$ cat src/rtl/rmii_rx.sv
// RMII receive front end (LAN8720, 100 Mb/s).
// Hunts preamble/SFD, assembles LSB-first dibits into bytes and marks frame
// boundaries. The SFD byte 0xD5 is emitted first, then every frame byte
// through the FCS, each as a one-cycle byte_valid pulse. All outputs are
// registered.
module rmii_rx #(
    parameter int MIN_PREAMBLE_DIBITS = 4,
    parameter int MAX_FRAME_BYTES     = 1522
) (
    input  logic       clk,
    input  logic       resetn,
    input  logic       crs_dv,
    input  logic [1:0] rxd,
    input  logic       rx_er,
    output logic [7:0] rx_byte,
    output logic       byte_valid,
    output logic       frame_active,
    output logic       frame_end,
    output logic       frame_error
);

    localparam int               PRE_W    = $clog2(MIN_PREAMBLE_DIBITS + 1);
    localparam logic [PRE_W-1:0] PRE_MIN  = PRE_W'(MIN_PREAMBLE_DIBITS);
    localparam logic [10:0]      BYTE_MAX = 11'(MAX_FRAME_BYTES);

    typedef enum logic [1:0] {
        IDLE,
        PREAMBLE,
        DATA,
        WAIT_IDLE
    } state_t;

    state_t           state;
    logic [PRE_W-1:0] pre_cnt;
    logic [1:0]       dibit_cnt;
    logic [10:0]      byte_cnt;
    logic [5:0]       shift_reg;   // first three dibits of the byte in progress
    logic             err_flag;
    logic             low_prev;    // crs_dv was low on the previous sample
    logic             trunc_pend;  // truncated frame: frame_end due next cycle
    logic             idle_end;

    // Carrier is considered gone only after two consecutive low samples;
    // a single low cycle is CRS_DV toggling at nibble rate.
    assign idle_end = !crs_dv && low_prev;

    // Saturating preamble counter increment; never wraps.
    function automatic logic [PRE_W-1:0] pre_inc(input logic [PRE_W-1:0] c);
        return (c >= PRE_MIN) ? c : c + 1'b1;
    endfunction

    // Receive FSM with all outputs registered.
    always_ff @(posedge clk or negedge resetn) begin
        if (!resetn) begin
            state        <= IDLE;
            pre_cnt      <= '0;
            dibit_cnt    <= '0;
            byte_cnt     <= '0;
            shift_reg    <= '0;
            err_flag     <= 1'b0;
            low_prev     <= 1'b0;
            trunc_pend   <= 1'b0;
            rx_byte      <= '0;
            byte_valid   <= 1'b0;
            frame_active <= 1'b0;
            frame_end    <= 1'b0;
            frame_error  <= 1'b0;
        end else begin
            byte_valid  <= 1'b0;
            frame_end   <= 1'b0;
            frame_error <= 1'b0;
            low_prev    <= !crs_dv;

            case (state)
                IDLE: begin
                    if (crs_dv) begin
                        if (rxd == 2'b01) begin
                            pre_cnt <= PRE_W'(1);
                            state   <= PREAMBLE;
                        end else begin
                            state <= WAIT_IDLE;
                        end
                    end
                end

                PREAMBLE: begin
                    if (!crs_dv) begin
                        if (low_prev) state <= IDLE;
                    end else begin
                        case (rxd)
                            2'b01: pre_cnt <= pre_inc(pre_cnt);
                            2'b11: begin
                                if (pre_cnt >= PRE_MIN) begin
                                    rx_byte      <= 8'hD5;
                                    byte_valid   <= 1'b1;
                                    frame_active <= 1'b1;
                                    dibit_cnt    <= '0;
                                    byte_cnt     <= '0;
                                    err_flag     <= 1'b0;
                                    state        <= DATA;
                                end else begin
                                    state <= WAIT_IDLE;
                                end
                            end
                            default: state <= WAIT_IDLE;
                        endcase
                    end
                end

                DATA: begin
                    if (idle_end) begin
                        // The dibit sampled now is discarded; leftover dibits
                        // mean a partial byte, which is never emitted.
                        frame_end    <= 1'b1;
                        frame_error  <= err_flag || (dibit_cnt != 2'd0) || rx_er;
                        frame_active <= 1'b0;
                        state        <= IDLE;
                    end else begin
                        if (rx_er && crs_dv) err_flag <= 1'b1;
                        shift_reg <= {rxd, shift_reg[5:2]};
                        dibit_cnt <= dibit_cnt + 2'd1;
                        if (dibit_cnt == 2'd3) begin
                            rx_byte    <= {rxd, shift_reg};
                            byte_valid <= 1'b1;
                            byte_cnt   <= byte_cnt + 11'd1;
                            if (byte_cnt + 11'd1 == BYTE_MAX) begin
                                err_flag   <= 1'b1;
                                trunc_pend <= 1'b1;
                                state      <= WAIT_IDLE;
                            end
                        end
                    end
                end

                WAIT_IDLE: begin
                    if (trunc_pend) begin
                        frame_end    <= 1'b1;
                        frame_error  <= 1'b1;
                        frame_active <= 1'b0;
                        trunc_pend   <= 1'b0;
                    end
                    if (idle_end) state <= IDLE;
                end

                default: state <= IDLE;
            endcase
        end
    end

endmodule

$ cat config.mk
export PLATFORM = sky130hd
export DESIGN_NAME = rmii_rx
export DESIGN_NICKNAME = d
export VERILOG_FILES = /design/src/rtl/rmii_rx.sv
export SDC_FILE = /design/constraint.sdc
export NUM_CORES = 1
export LEC_CHECK = 0
export BUFFER_PORTS_ARGS = -buffer_cell sky130_fd_sc_hd__buf_2
export CAP_MARGIN = 15
export CORE_MARGIN = 2
export CORE_UTILIZATION = 28
export DETAILED_ROUTE_END_ITERATION = 10
export GPL_ROUTABILITY_DRIVEN = 1
export SYNTH_ARGS = -nofsm -noshare
export SYNTH_HDL_FRONTEND = slang
export SYNTH_SLANG_ARGS = --single-unit
$ cat constraint.sdc
create_clock -name clk -period 3.55 [get_ports clk]
set_input_delay 0.71 -clock clk [delete_from_list [all_inputs] [get_ports clk]]
set_output_delay 0.71 -clock clk [all_outputs]
set_load 0.1 [all_outputs]
# ---- Word-level counts from Yosys, hierarchy flattened
# Cells that the tools add are included.
dict set report word_totals {
  ff_bits 39
  inputBits 6
  output_inout_bits 12
  elab_cells 123
}
dict set report op_classes {
  add_sub_neg 3
  order_cmp 1
  n_eq_ne 24
  mux 63
  n_bitwise 1
  reduce_logical 18
}
# operator count
set ops {}
lappend ops {{$mux W11} 5}
lappend ops {{$mux W8} 5}
lappend ops {{$ne A2 B2 Y1 const B} 13}
lappend ops {{$mux W1} 24}
lappend ops {{$mux W2} 12}
lappend ops {{$reduce_and A6 Y1} 4}
lappend ops {{$pmux W11 S2} 1}
lappend ops {{$pmux W8 S2} 1}
lappend ops {{$mux W3} 5}
lappend ops {{$ne A3 B3 Y1 const B} 4}
lappend ops {{$add A11 B1 Y11 const B} 1}
lappend ops {{$eq A11 B11 Y1 const B} 1}
lappend ops {{$pmux W1 S2} 5}
lappend ops {{$eq A2 B2 Y1 const B} 4}
lappend ops {{$pmux W2 S2} 2}
lappend ops {{$pmux W2 S4} 1}
lappend ops {{$reduce_bool A2 Y1} 4}
lappend ops {{$pmux W3 S2} 1}
lappend ops {{$reduce_and A5 Y1} 1}
lappend ops {{$eq A2 B1 Y1 const B} 2}
lappend ops {{$reduce_and A4 Y1} 1}
lappend ops {{$add A3 B1 Y3 const B} 1}
lappend ops {{$ge A3 B3 Y1 const B} 1}
lappend ops {{$pmux W1 S3} 1}
lappend ops {{other kinds (8)} 10}

# ---- Depth between registers and ports, before layout
# Gate-level depths: netlist (run 1).
dict set report logic_depth {
  ltp_word 6
  mapped_depth 10
  mapped_depth_nobuf 8
}

# ---- Worst setup path after synthesis (run 1)
# No wires, ideal clock.
dict set report synth_path {
  path_type {input-to-reg}
  start {in crs_dv}
  end {reg byte_cnt[7]}
  setup_ns 0.133
  arrival_ns 2.156
  t_required_ns 3.417
  path_slack_ns 1.262
  stages 9
  n_path_buf 3
  cell_sequence {clkbuf_1 inv_1 a21oi_1 and3_1 buf_2 nor2_1 clkbuf_1 o21ai_0 o31ai_1}
}
dict set report synth_between {
  elab_chain_cells 4
  elab_cells_between_ends 5
  classes_between {eq/ne: 2; reduce/logical: 3}
}
# element line_no
set synth_rtl {}
lappend synth_rtl {{start: declaration} 12} ;# input logic crs_dv,
lappend synth_rtl {{$logic_not A1 Y1} --}
lappend synth_rtl {{$logic_and A1 B1 Y1} 45} ;# assign idle_end = !crs_dv && low_prev;
lappend synth_rtl {{$ne A2 B2 Y1 (no source line)} --}
lappend synth_rtl {{$reduce_and A6 Y1 (no source line) (*)} --}
lappend synth_rtl {{end signal: assignment} 125} ;# byte_cnt <= byte_cnt + 11'd1;
lappend synth_rtl {{end: declaration} 36} ;# logic [10:0] byte_cnt;
# Every way passes the cells marked *; elsewhere a longest branch is shown, timed or not.
# A chain may end at the register's enable or synchronous reset.

# ---- Final worst setup path (run 1)
dict set report layout_path {
  start {reg state[0]}
  end {reg byte_cnt[10]}
}
dict set report layout_between {
  elab_chain_cells 3
  elab_cells_between_ends 10
  classes_between {eq/ne: 7; mux: 1; reduce/logical: 2}
}
# element line_no
set layout_rtl {}
lappend layout_rtl {{start: declaration} 33} ;# state_t state;
lappend layout_rtl {{start signal: assignment} 55} ;# state <= IDLE;
lappend layout_rtl {{start signal: assignment} 79} ;# state <= PREAMBLE;
lappend layout_rtl {{start signal: assignment} 81} ;# state <= WAIT_IDLE;
lappend layout_rtl {{$eq A2 B1 Y1 or $eq A2 B2 Y1 (tied branches)} 74} ;# case (state)
lappend layout_rtl {{$ne A2 B2 Y1 (no source line) or $reduce_bool A2 Y1 (tied branches)} --}
lappend layout_rtl {{$reduce_and A6 Y1 (no source line)} --}
# Several ways; a longest one is shown, not always the timed one.

==> results of run 1 <==
## cell usage after synthesis, types with 2 or more instances
cell type  count  share of area
and3_1         2         0.0058
nand2b_1       2         0.0058
o31ai_1        7          0.024
nor3_1         3         0.0070
ha_1          10          0.058
nor2b_1        2         0.0058
nand2_1       37          0.065
dfrtp_1       39           0.45
a22oi_1        2         0.0070
a22o_1         6          0.024
and2_1         6          0.017
nand4_1        2         0.0058
o21ai_0       20          0.047
mux2i_1        4          0.019
a21oi_1       11          0.026
o22ai_1        3         0.0087
inv_1         12          0.021
nor2_1         8          0.014
nand3_1        9          0.021
nand4b_1       2         0.0081
nor3b_1        2         0.0070
o211ai_1       2         0.0070
o22a_1         5          0.020
clkbuf_1      10          0.017
a31oi_1        2         0.0058
xnor2_1        2         0.0081
a32o_1         2         0.0093
## power groups by stage
stage | Clock, mW | Sequential [mW] | Combinational (mW)
global placement | 0 | 0.716 | 1.05
global route | 0.402 | 0.737 | 1.16
CTS | 0.383 | 0.714 | 1.07
finish | 0.376 | 0.712 | 1.07
floorplan | 0 | 1.09 | 0.476
detailed placement | 0 | 0.721 | 1.07
## cell type report
class | count | area [sq um] | share of cell area
Tap cell | 99 | 124 | 0.0508
Multi-Input combinational cell | 170 | 1080 | 0.443
Timing Repair Buffer | 19 | 100 | 0.0411
Inverter | 12 | 45.0 | 0.0185
Sequential cell | 39 | 976 | 0.400
Clock inverter | 3 | 43.8 | 0.0180
Clock buffer | 5 | 68.8 | 0.0282
## cells by family after synthesis
family,after synthesis,share of synthesized area
mux,4,0.0186
simple gates,87,0.208
buf+inv,24,0.0442
xor+xnor,4,0.0198
fa+ha+maj,10,0.0582
flops,39,0.454
compound gates,65,0.198
## routing by layer
layer | routed length (um) | vias up | GRT usage
li1 | - | 859 | -
met1 | 2450 | 863 | 0.171
met2 | 2140 | 30 | 0.194
met3 | 106 | 9 | 0.0197
met4 | 85 | 0 | 0.0467
met5 | 0 | - | 0
## how the worst max path moves through the flow
stage | start | to | slack [ns] | cells past startpoint
after floorplan | crs_dv | byte_cnt[7]$_DFFE_PN0P_ | 1.26 | 9
after global placement | state[0]$_DFFE_PN0P_ | byte_cnt[10]$_DFFE_PN0P_ | 0.78 | 8
after detailed placement | state[0]$_DFFE_PN0P_ | byte_cnt[10]$_DFFE_PN0P_ | 0.77 | 8
after CTS | state[0]$_DFFE_PN0P_ | byte_cnt[10]$_DFFE_PN0P_ | 0.73 | 8
after global routing | state[0]$_DFFE_PN0P_ | byte_cnt[2]$_DFFE_PN0P_ | 0.40 | 8
final | state[0]$_DFFE_PN0P_ | byte_cnt[10]$_DFFE_PN0P_ | 0.74 | 8
## critical path: cells and delay by family (launching register included)
kind	cells	cell delay, ns
compound gates	3	0.90
simple gates	2	0.79
flops	1	0.42
buf+inv	2	0.27
fa+ha+maj	1	0.30
==> summary.txt, run 1 <==
Finish
  • Area Growth Syn to Fin: 13.3%
  • Fillers: 761
  • ANT cells: 0
  • Post-layout instance area: 2440 sq um
  • Most common cell after layout, fill and taps aside: dfrtp_1
  • Largest register FFs: 11
  • Final cell count without fillers: 347
  • Most frequent cells in the layout: dfrtp_1 (39), nand2_1 (37), o21ai_0 (20), buf_2 (17), inv_1 (12)
  • Fraction of layout cells with a size suffix above 1: 0.141
  • Nets@finish: 263
  • Layout Utilization: 0.332

Logic synthesis
  • Synth Register Bits: 39
  • Post-synth net total: 249
  • Synthesis warning total: 0
  • Share of the yosys chip area belonging to registers: 0.454
  • Post-synth EDFFs: 0
  • Synth async-reset ratio: 1.00
  • Synth Cell Area: 2150 sq um
  • Top_reg_cell synth: dfrtp_1
  • Synth unique cells: 48
  • Mean Syn Cell Area: 9.23 sq um
  • Syn Inst Count: 233

Timing
  • Relative slew slack: 0.414
  • TNS Setup: 0 ns
  • Worst Skew: 0.00316 ns
  • Crit path time final: 2.81 ns
  • RSZ-0062 raised after global routing: no
  • Max Freq: 356 MHz
  • Max-slew violations: 0
  • Setup ws final: 0.740 ns
  • Final Hold Vio Count: 0
  • Setup violators final: 0
  • Worst slew pin tran: 0.879 ns
  • Final worst path period share: 0.791
  • WHS: 0.480 ns

Global route
  • Gr ovfl total: 0
  • Initial antenna violation count: 0
  • Vias in the first global route: 1714
  • First-pass GRT wire length: 8.41 mm
  • Pin count of the biggest net entering global routing: 40
  • Gr usage total: 0.123

Worst setup path
  • Reg2reg start: state[0]$_DFFE_PN0P_
  • Worst r2r path cells: 8
  • Internal reg-to-reg setup slack: 0.74 ns
  • Critical path capture point type: flop
  • CP peak stage delay: 0.56 ns
  • FF-to-FF End: byte_cnt[10]$_DFFE_PN0P_
  • Crit path DAT: 2.98 ns
  • WS Path Type: flop to flop
  • Worst-path fanout max: 12
  • Cell chain of the critical path: inv_1, ha_1, inv_1, a21oi_1, and3_1, nor2_1, o21ai_0, o31ai_1
  • Critical Path Start Type: flop
  • WP data required: 3.72 ns
  • CP most frequent cell: inv_1
  • CP max-delay cell: a21oi_1

Drt
  • DRC Markers: 0
  • Via-per-instance ratio: 5.07
  • Iter 0 DRT Violations: 106
  • Routed wire length: 4.78 mm
  • Post-DRT Antenna Nets: 0
  • Vias: 1761
  • Wirelength per Cell: 13.8 um
  • Drt first pass iters: 4

Clock network
  • CTS Root Cell: clkbuf_8
  • CTS Buf Count: 5
  • H-Tree Depth: 2
  • Clock Tree Buf Depth: 2
  • Number of clock sinks: 39
  • Total setup buffers inserted after CTS: 0
  • Worst-path clk slew: 0.08 ns
  • CTS tree: built
  • Latest clock arrival within the worst-skew pair: 0.29 ns
  • Hold buffer count at cts: 0
  • CTS resizes: 0

Power
  • PwrDens: 884 nW/um^2
  • VDD IR max: 0.528 mV
  • Net Sw Power: 1.08 mW
  • Combinational share of power: 0.495
  • Reg power frac: 0.331
  • Power Internal: 1.08 mW
  • Leak pwr: 1.09 nW
  • Pwr Total: 2.15 mW
  • Sw Ratio: 0.500
  • Clk pwr share: 0.175

Placement
  • Placed Area: 2320 sq um
  • Buffers on Ports: 17
  • Inst Count DP: 339
  • RD Place Congestion: 0.795
  • Post-DP HPWL: 3.37 mm
  • Setup WS pre-CTS: 0.768 ns

Floorplan
  • Starting Density: 0.293
  • Core area: 7330 sq um
  • Die Footprint: 8400 sq um
  • Height of the die: 91.6 um
  • Row count: 31
  • DIE WIDTH: 91.6 um
  • I/O Pins: 18

Flow run
  • Max Cap Viol: 0

Hold path
  • Min-Delay Endpoint: shift_reg[1]$_DFFE_PN0P_
  • Hold Crit Depth: 2
  • Hold Crit Class: flop to flop
  • Hold path startpoint: shift_reg[1]$_DFFE_PN0P_

Status
  • Outcome: completed
No activity file was read; power rests on OpenSTA's default activity.
==> run 2: changes to the inputs <==
Clock period 3.55 ns to 2.7 ns, I/O delays scaled along.
==> summary.txt, run 2 (synthesized netlist as in run 1, its figures left out) <==
Timing
  • Worst Skew: 0.00467 ns (+0.00151 ns)
  • Max-slew violations: 0 (unchanged)
  • RSZ-0062 raised after global routing: no
  • Final worst path period share: 0.849 (+0.0580)
  • Crit path time final: 2.29 ns (-0.516 ns)
  • Relative slew slack: 0.422 (+0.00827)
  • Max Freq: 436 MHz (+22%)
  • Setup violators final: 0 (unchanged)
  • TNS Setup: 0 ns (unchanged)
  • Worst slew pin tran: 0.866 ns (-0.0124 ns)
  • Final Hold Vio Count: 0 (unchanged)

Finish
  • Most frequent cells in the layout: dfrtp_1 (39), nand2_1 (37), o21ai_0 (20), buf_2 (17), inv_1 (12)
  • Post-layout instance area: 2500 sq um (+2.5%)
  • Fraction of layout cells with a size suffix above 1: 0.158 (+0.0170)
  • Largest register FFs: 11 (unchanged)
  • Final cell count without fillers: 352 (+1.4%)
  • Nets@finish: 268 (+1.9%)
  • Most common cell after layout, fill and taps aside: dfrtp_1
  • Area Growth Syn to Fin: 16.2%
  • ANT cells: 0 (unchanged)
  • Fillers: 743 (-2.4%)
  • Multi-input logic area: 1080 sq um (unchanged)
  • Reg area: 976 sq um (unchanged)

Drt
  • Post-DRT Antenna Nets: 0 (unchanged)
  • Vias: 1719 (-2.4%)
  • Iter 0 DRT Violations: 112 (+5.7%)
  • Routed wire length: 4.63 mm (-3.1%)
  • Wirelength per Cell: 13.2 um (-4.5%)
  • DRC Markers: 0 (unchanged)
  • Via-per-instance ratio: 4.88 (-3.8%)
  • Drt first pass iters: 4 (unchanged)

Global route
  • Pin count of the biggest net entering global routing: 40 (unchanged)
  • Gr ovfl total: 0 (unchanged)
  • Vias in the first global route: 1719 (+0.29%)
  • Gr usage total: 0.118 (-0.00524)
  • First-pass GRT wire length: 8.22 mm (-2.3%)
  • Initial antenna violation count: 0 (unchanged)

Clock network
  • H-Tree Depth: 2 (unchanged)
  • CTS tree: built
  • Total setup buffers inserted after CTS: 0 (unchanged)
  • Worst-path clk slew: 0.08 ns (about the same)
  • Hold buffer count at cts: 0 (unchanged)
  • CTS Root Cell: clkbuf_8
  • Number of clock sinks: 39 (unchanged)
  • CTS resizes: 0 (unchanged)
  • Latest clock arrival within the worst-skew pair: 0.29 ns (about the same)
  • CTS Buf Count: 5 (unchanged)
  • Clock Tree Buf Depth: 2 (unchanged)

Worst setup path
  • Reg2reg start: byte_cnt[0]$_DFFE_PN0P_
  • FF-to-FF End: trunc_pend$_DFFE_PN0P_
  • WP data required: 2.93 ns (-0.79 ns)
  • Worst r2r path cells: 7 (-1)
  • WS Path Type: flop to flop
  • Critical Path Start Type: flop
  • Worst-path fanout max: 7 (-5)
  • Crit path DAT: 2.52 ns (-0.46 ns)
  • Internal reg-to-reg setup slack: 0.41 ns (-0.33 ns)
  • Critical path capture point type: flop

Power
  • PwrDens: 1170 nW/um^2 (+33%)
  • Leak pwr: 1.12 nW (+2.9%)
  • VDD IR max: 0.908 mV (+72%)

Floorplan
  • Core area: 7330 sq um (unchanged)
  • Starting Density: 0.293 (unchanged)
  • Row count: 31 (unchanged)
  • I/O Pins: 18 (unchanged)
  • Die Footprint: 8400 sq um (unchanged)
  • DIE WIDTH: 91.6 um (unchanged)
  • Height of the die: 91.6 um (unchanged)

Placement
  • Post-DP HPWL: 3.17 mm (-6.0%)
  • Buffers on Ports: 17 (unchanged)
  • RD Place Congestion: 0.825 (+3.8%)
  • Inst Count DP: 344 (+1.5%)
  • Placed Area: 2360 sq um (+1.6%)

Flow run
  • Max Cap Viol: 0 (unchanged)

Hold path
  • Hold Crit Class: input port to asynchronous set/reset pin

Status
  • Outcome: completed
[run 2: report_power, final]
part,total (mW),leakage [nW],internal (mW),switching (mW)
sequential,0.926,0.501,0.777,0.149
clock,0.585,0.0644,0.369,0.217
combinational,1.41,0.554,0.383,1.03
[run 2: cell type report]
cell class,instances,share of cell area
well taps,99,0.0496
multi-input cells,170,0.432
flip-flops and latches,39,0.391
clock buffers,5,0.0275
clock inverters,3,0.0270
inverters,12,0.0180
repair buffers,24,0.0551
[run 2: worst max path at each step]
stage	startpoint	end	slack (ns)	cells past startpoint
3_3_place_gp	byte_cnt[0]$_DFFE_PN0P_	trunc_pend$_DFFE_PN0P_	0.49	7
6_report	byte_cnt[0]$_DFFE_PN0P_	trunc_pend$_DFFE_PN0P_	0.41	7
4_1_cts	byte_cnt[0]$_DFFE_PN0P_	trunc_pend$_DFFE_PN0P_	0.39	7
5_1_grt	byte_cnt[0]$_DFFE_PN0P_	trunc_pend$_DFFE_PN0P_	0.24	7
2_1_floorplan	byte_cnt[0]$_DFFE_PN0P_	trunc_pend$_DFFE_PN0P_	0.55	7
3_5_place_dp	byte_cnt[0]$_DFFE_PN0P_	trunc_pend$_DFFE_PN0P_	0.43	7
[run 2: worst max-delay path, cell delays in order, from the launching register on]
cell and delay [ns]:
dfrtp_1 0.45, ha_1 0.19, inv_1 0.09, or4_4 0.57, xnor2_2 0.16, nand4_2 0.14, or4_1 0.54, nand3_1 0.09
[run 2: stage by stage]
| step | total power [mW] | utilization | hold slack (ns) | setup WS, ns |
|---|---|---|---|---|
| floorplan | 2.06 | - | 0.244 | 0.547 |
| global placement | 2.34 | 0.322 | 0.464 | 0.490 |
| detailed placement | 2.35 | 0.322 | 0.462 | 0.431 |
| CTS | 2.95 | 0.341 | 0.399 | 0.392 |
| global route | 3.12 | 0.341 | 0.447 | 0.242 |
| finish | 2.93 | 0.341 | 0.361 | 0.406 |
[run 2: metal layers]
layer	routed length [um]	share of wire	vias to the layer above	GRT usage
met5	0	0	-	0
met4	34	0.0073	0	0.0328
met3	174	0.038	2	0.0247
met2	2090	0.45	37	0.196
met1	2330	0.50	817	0.156
li1	-	-	863	-
==> run 3: changes to the inputs <==
Clock period 2.7 ns to 1.95 ns, I/O delays scaled along.
==> summary.txt, run 3 (synthesized netlist as in run 1, its figures left out) <==
Status
  • Outcome: finished with violations
  • Failing checks: setup timing

Finish
  • ANT cells: 0 (unchanged)
  • Fraction of layout cells with a size suffix above 1: 0.265 (+0.107)
  • Most common cell after layout, fill and taps aside: dfrtp_1
  • Most frequent cells in the layout: dfrtp_1 (39), nand2_1 (37), buf_4 (33), buf_2 (17), o21ai_0 (16)
  • Largest register FFs: 11 (unchanged)
  • Layout Utilization: 0.374 (+0.0328)
  • Nets@finish: 294 (+9.7%)
  • Area Growth Syn to Fin: 27.3%
  • Final cell count without fillers: 378 (+7.4%)
  • Fillers: 734 (-1.2%)

Worst setup path
  • Worst r2r path cells: 7 (unchanged)
  • FF-to-FF End: trunc_pend$_DFFE_PN0P_
  • Critical Path Start Type: flop
  • Crit. Startpoint: byte_cnt[0]$_DFFE_PN0P_
  • Cell chain of the critical path: buf_4, and2_1, nor4b_2, a21oi_1, a22o_1, or4_1, nand3_1
  • CP max-delay cell: or4_1
  • Setup crit end: trunc_pend$_DFFE_PN0P_
  • Reg2reg start: byte_cnt[0]$_DFFE_PN0P_
  • CP peak stage delay: 0.50 ns (-0.07 ns)
  • Worst-path fanout max: 6 (-1)
  • WS Path Type: flop to flop
  • Worst path top cell family by delay: simple AND/OR/NAND/NOR gates
  • Internal reg-to-reg setup slack: -0.05 ns (-0.46 ns)
  • Crit path DAT: 2.23 ns (-0.29 ns)
  • Crit path buf inv count: 1 (unchanged)
  • WP data required: 2.18 ns (-0.75 ns)
  • Critical path capture point type: flop
  • Levels on crit path: 7 (unchanged)

Power
  • Combinational share of power: 0.514 (+0.031)
  • VDD IR max: 1.12 mV (+23%)
  • Sw Ratio: 0.467 (-0.0104)
  • Reg power frac: 0.295 (-0.022)
  • Net Sw Power: 2.00 mW (+43%)
  • Clk pwr share: 0.191 (-0.009)
  • Leak pwr: 1.25 nW (+11%)
  • PwrDens: 1560 nW/um^2 (+34%)
  • Power Internal: 2.28 mW (+49%)
  • Pwr Total: 4.28 mW (+46%)

Timing
  • Setup violators final: 1 (+1)
  • Worst Skew: 0.00365 ns (-0.00102 ns)
  • Crit path time final: 2.00 ns (-0.291 ns)
  • Final worst path period share: 1.03 (+0.178)
  • TNS Setup: -0.0528 ns (-0.0528 ns)
  • WHS: 0.141 ns (-0.219 ns)
  • Worst slew pin tran: 0.503 ns (-0.364 ns)
  • Setup ws final: -0.0528 ns (-0.459 ns)
  • RSZ-0062 raised after global routing: yes
  • Relative slew slack: 0.665 (+0.243)
  • Max-slew violations: 0 (unchanged)
  • Final Hold Vio Count: 0 (unchanged)
  • Max Freq: 499 MHz (+15%)

Drt
  • Post-DRT Antenna Nets: 0 (unchanged)
  • Wirelength per Cell: 12.9 um (-1.6%)
  • Drt first pass iters: 4 (unchanged)
  • Via-per-instance ratio: 4.84 (-0.97%)
  • Routed wire length: 4.89 mm (+5.7%)
  • Iter 0 DRT Violations: 132 (+18%)
  • DRC Markers: 0 (unchanged)
  • Vias: 1828 (+6.3%)

Placement
  • Buffers on Ports: 17 (unchanged)
  • Post-DP HPWL: 3.50 mm (+10%)
  • RD Place Congestion: 0.872 (+5.6%)
  • Inst Count DP: 368 (+7.0%)

Clock network
  • CTS Buf Count: 5 (unchanged)
  • Worst-path clk slew: 0.08 ns (about the same)
  • Clock Tree Buf Depth: 2 (unchanged)
  • Number of clock sinks: 39 (unchanged)
  • CTS tree: built
  • Latest clock arrival within the worst-skew pair: 0.29 ns (about the same)
  • CTS Root Cell: clkbuf_8
  • H-Tree Depth: 2 (unchanged)

Floorplan
  • Height of the die: 91.6 um (unchanged)
  • Core area: 7330 sq um (unchanged)
  • Row count: 31 (unchanged)
  • Starting Density: 0.293 (unchanged)
  • I/O Pins: 18 (unchanged)
  • DIE WIDTH: 91.6 um (unchanged)
  • Die Footprint: 8400 sq um (unchanged)

Global route
  • First-pass GRT wire length: 8.47 mm (+3.0%)
  • Vias in the first global route: 1753 (+2.0%)
  • Gr ovfl total: 0 (unchanged)
  • Pin count of the biggest net entering global routing: 40 (unchanged)
  • Gr usage total: 0.124 (+0.00636)
  • Initial antenna violation count: 0 (unchanged)

Hold path
  • Hold Crit Class: input port to asynchronous set/reset pin

Flow run
  • Max Cap Viol: 0 (unchanged)
-- run 3: worst min path at each step --
stage	startpoint	end	slack, ns
floorplan	resetn	byte_cnt[0]$_DFFE_PN0P_	0.09
global placement	shift_reg[0]$_DFFE_PN0P_	shift_reg[0]$_DFFE_PN0P_	0.47
detailed placement	shift_reg[0]$_DFFE_PN0P_	shift_reg[0]$_DFFE_PN0P_	0.47
CTS	resetn	low_prev$_DFF_PN0_	0.16
global route	resetn	err_flag$_DFFE_PN0P_	0.18
finish	resetn	byte_cnt[8]$_DFFE_PN0P_	0.14
-- run 3: through the flow --
step,setup slack (ns),area (sq um)
floorplan,-0.0802,2160
global placement,-0.0310,2550
detailed placement,-0.0626,2550
CTS,-0.0484,2720
global route,-0.148,2740
finish,-0.0528,2740
-- run 3: area by class of cell --
| cell class | count | area, sq um | share of cell area |
|---|---|---|---|
| sequential | 39 | 976 | 0.356 |
| tap | 99 | 124 | 0.0452 |
| timing repair buffer | 50 | 333 | 0.122 |
| clock buffer | 5 | 68.8 | 0.0251 |
| multi-input combinational | 170 | 1120 | 0.411 |
| clock inverter | 3 | 67.6 | 0.0247 |
| inverter | 12 | 45.0 | 0.0164 |
-- run 3: power groups by stage --
stage	clock network (mW)	logic, mW	registers [mW]
floorplan	0	0.879	1.99
global placement	0	2.13	1.27
detailed placement	0	2.16	1.27
CTS	0.844	2.18	1.26
global route	0.875	2.39	1.30
finish	0.818	2.20	1.26
-- run 3: metal layers --
layer  track usage  routed length (um)  up-vias  part of all wire
li1              -                   -      922                 -
met1         0.173                2470      863              0.51
met2         0.192                2180       39              0.44
met3        0.0263                 195        4             0.040
met4        0.0417                  48        0            0.0098
met5             0                   0        -                 0
-- run 3: timing repair --
action                                  CTS  global route
hold buffers                              0             0
pin swaps                                 2             0
buffers inserted                          2             0
endpoints found under the setup margin    3            11
gates resized for setup                   2             8
-- run 3: worst register-to-register path: stages (launching register included) --
cell and delay [ns]:
dfrtp_1 0.42, buf_4 0.17, and2_1 0.20, nor4b_2 0.23
a21oi_1 0.06, a22o_1 0.28, or4_1 0.51, nand3_1 0.08
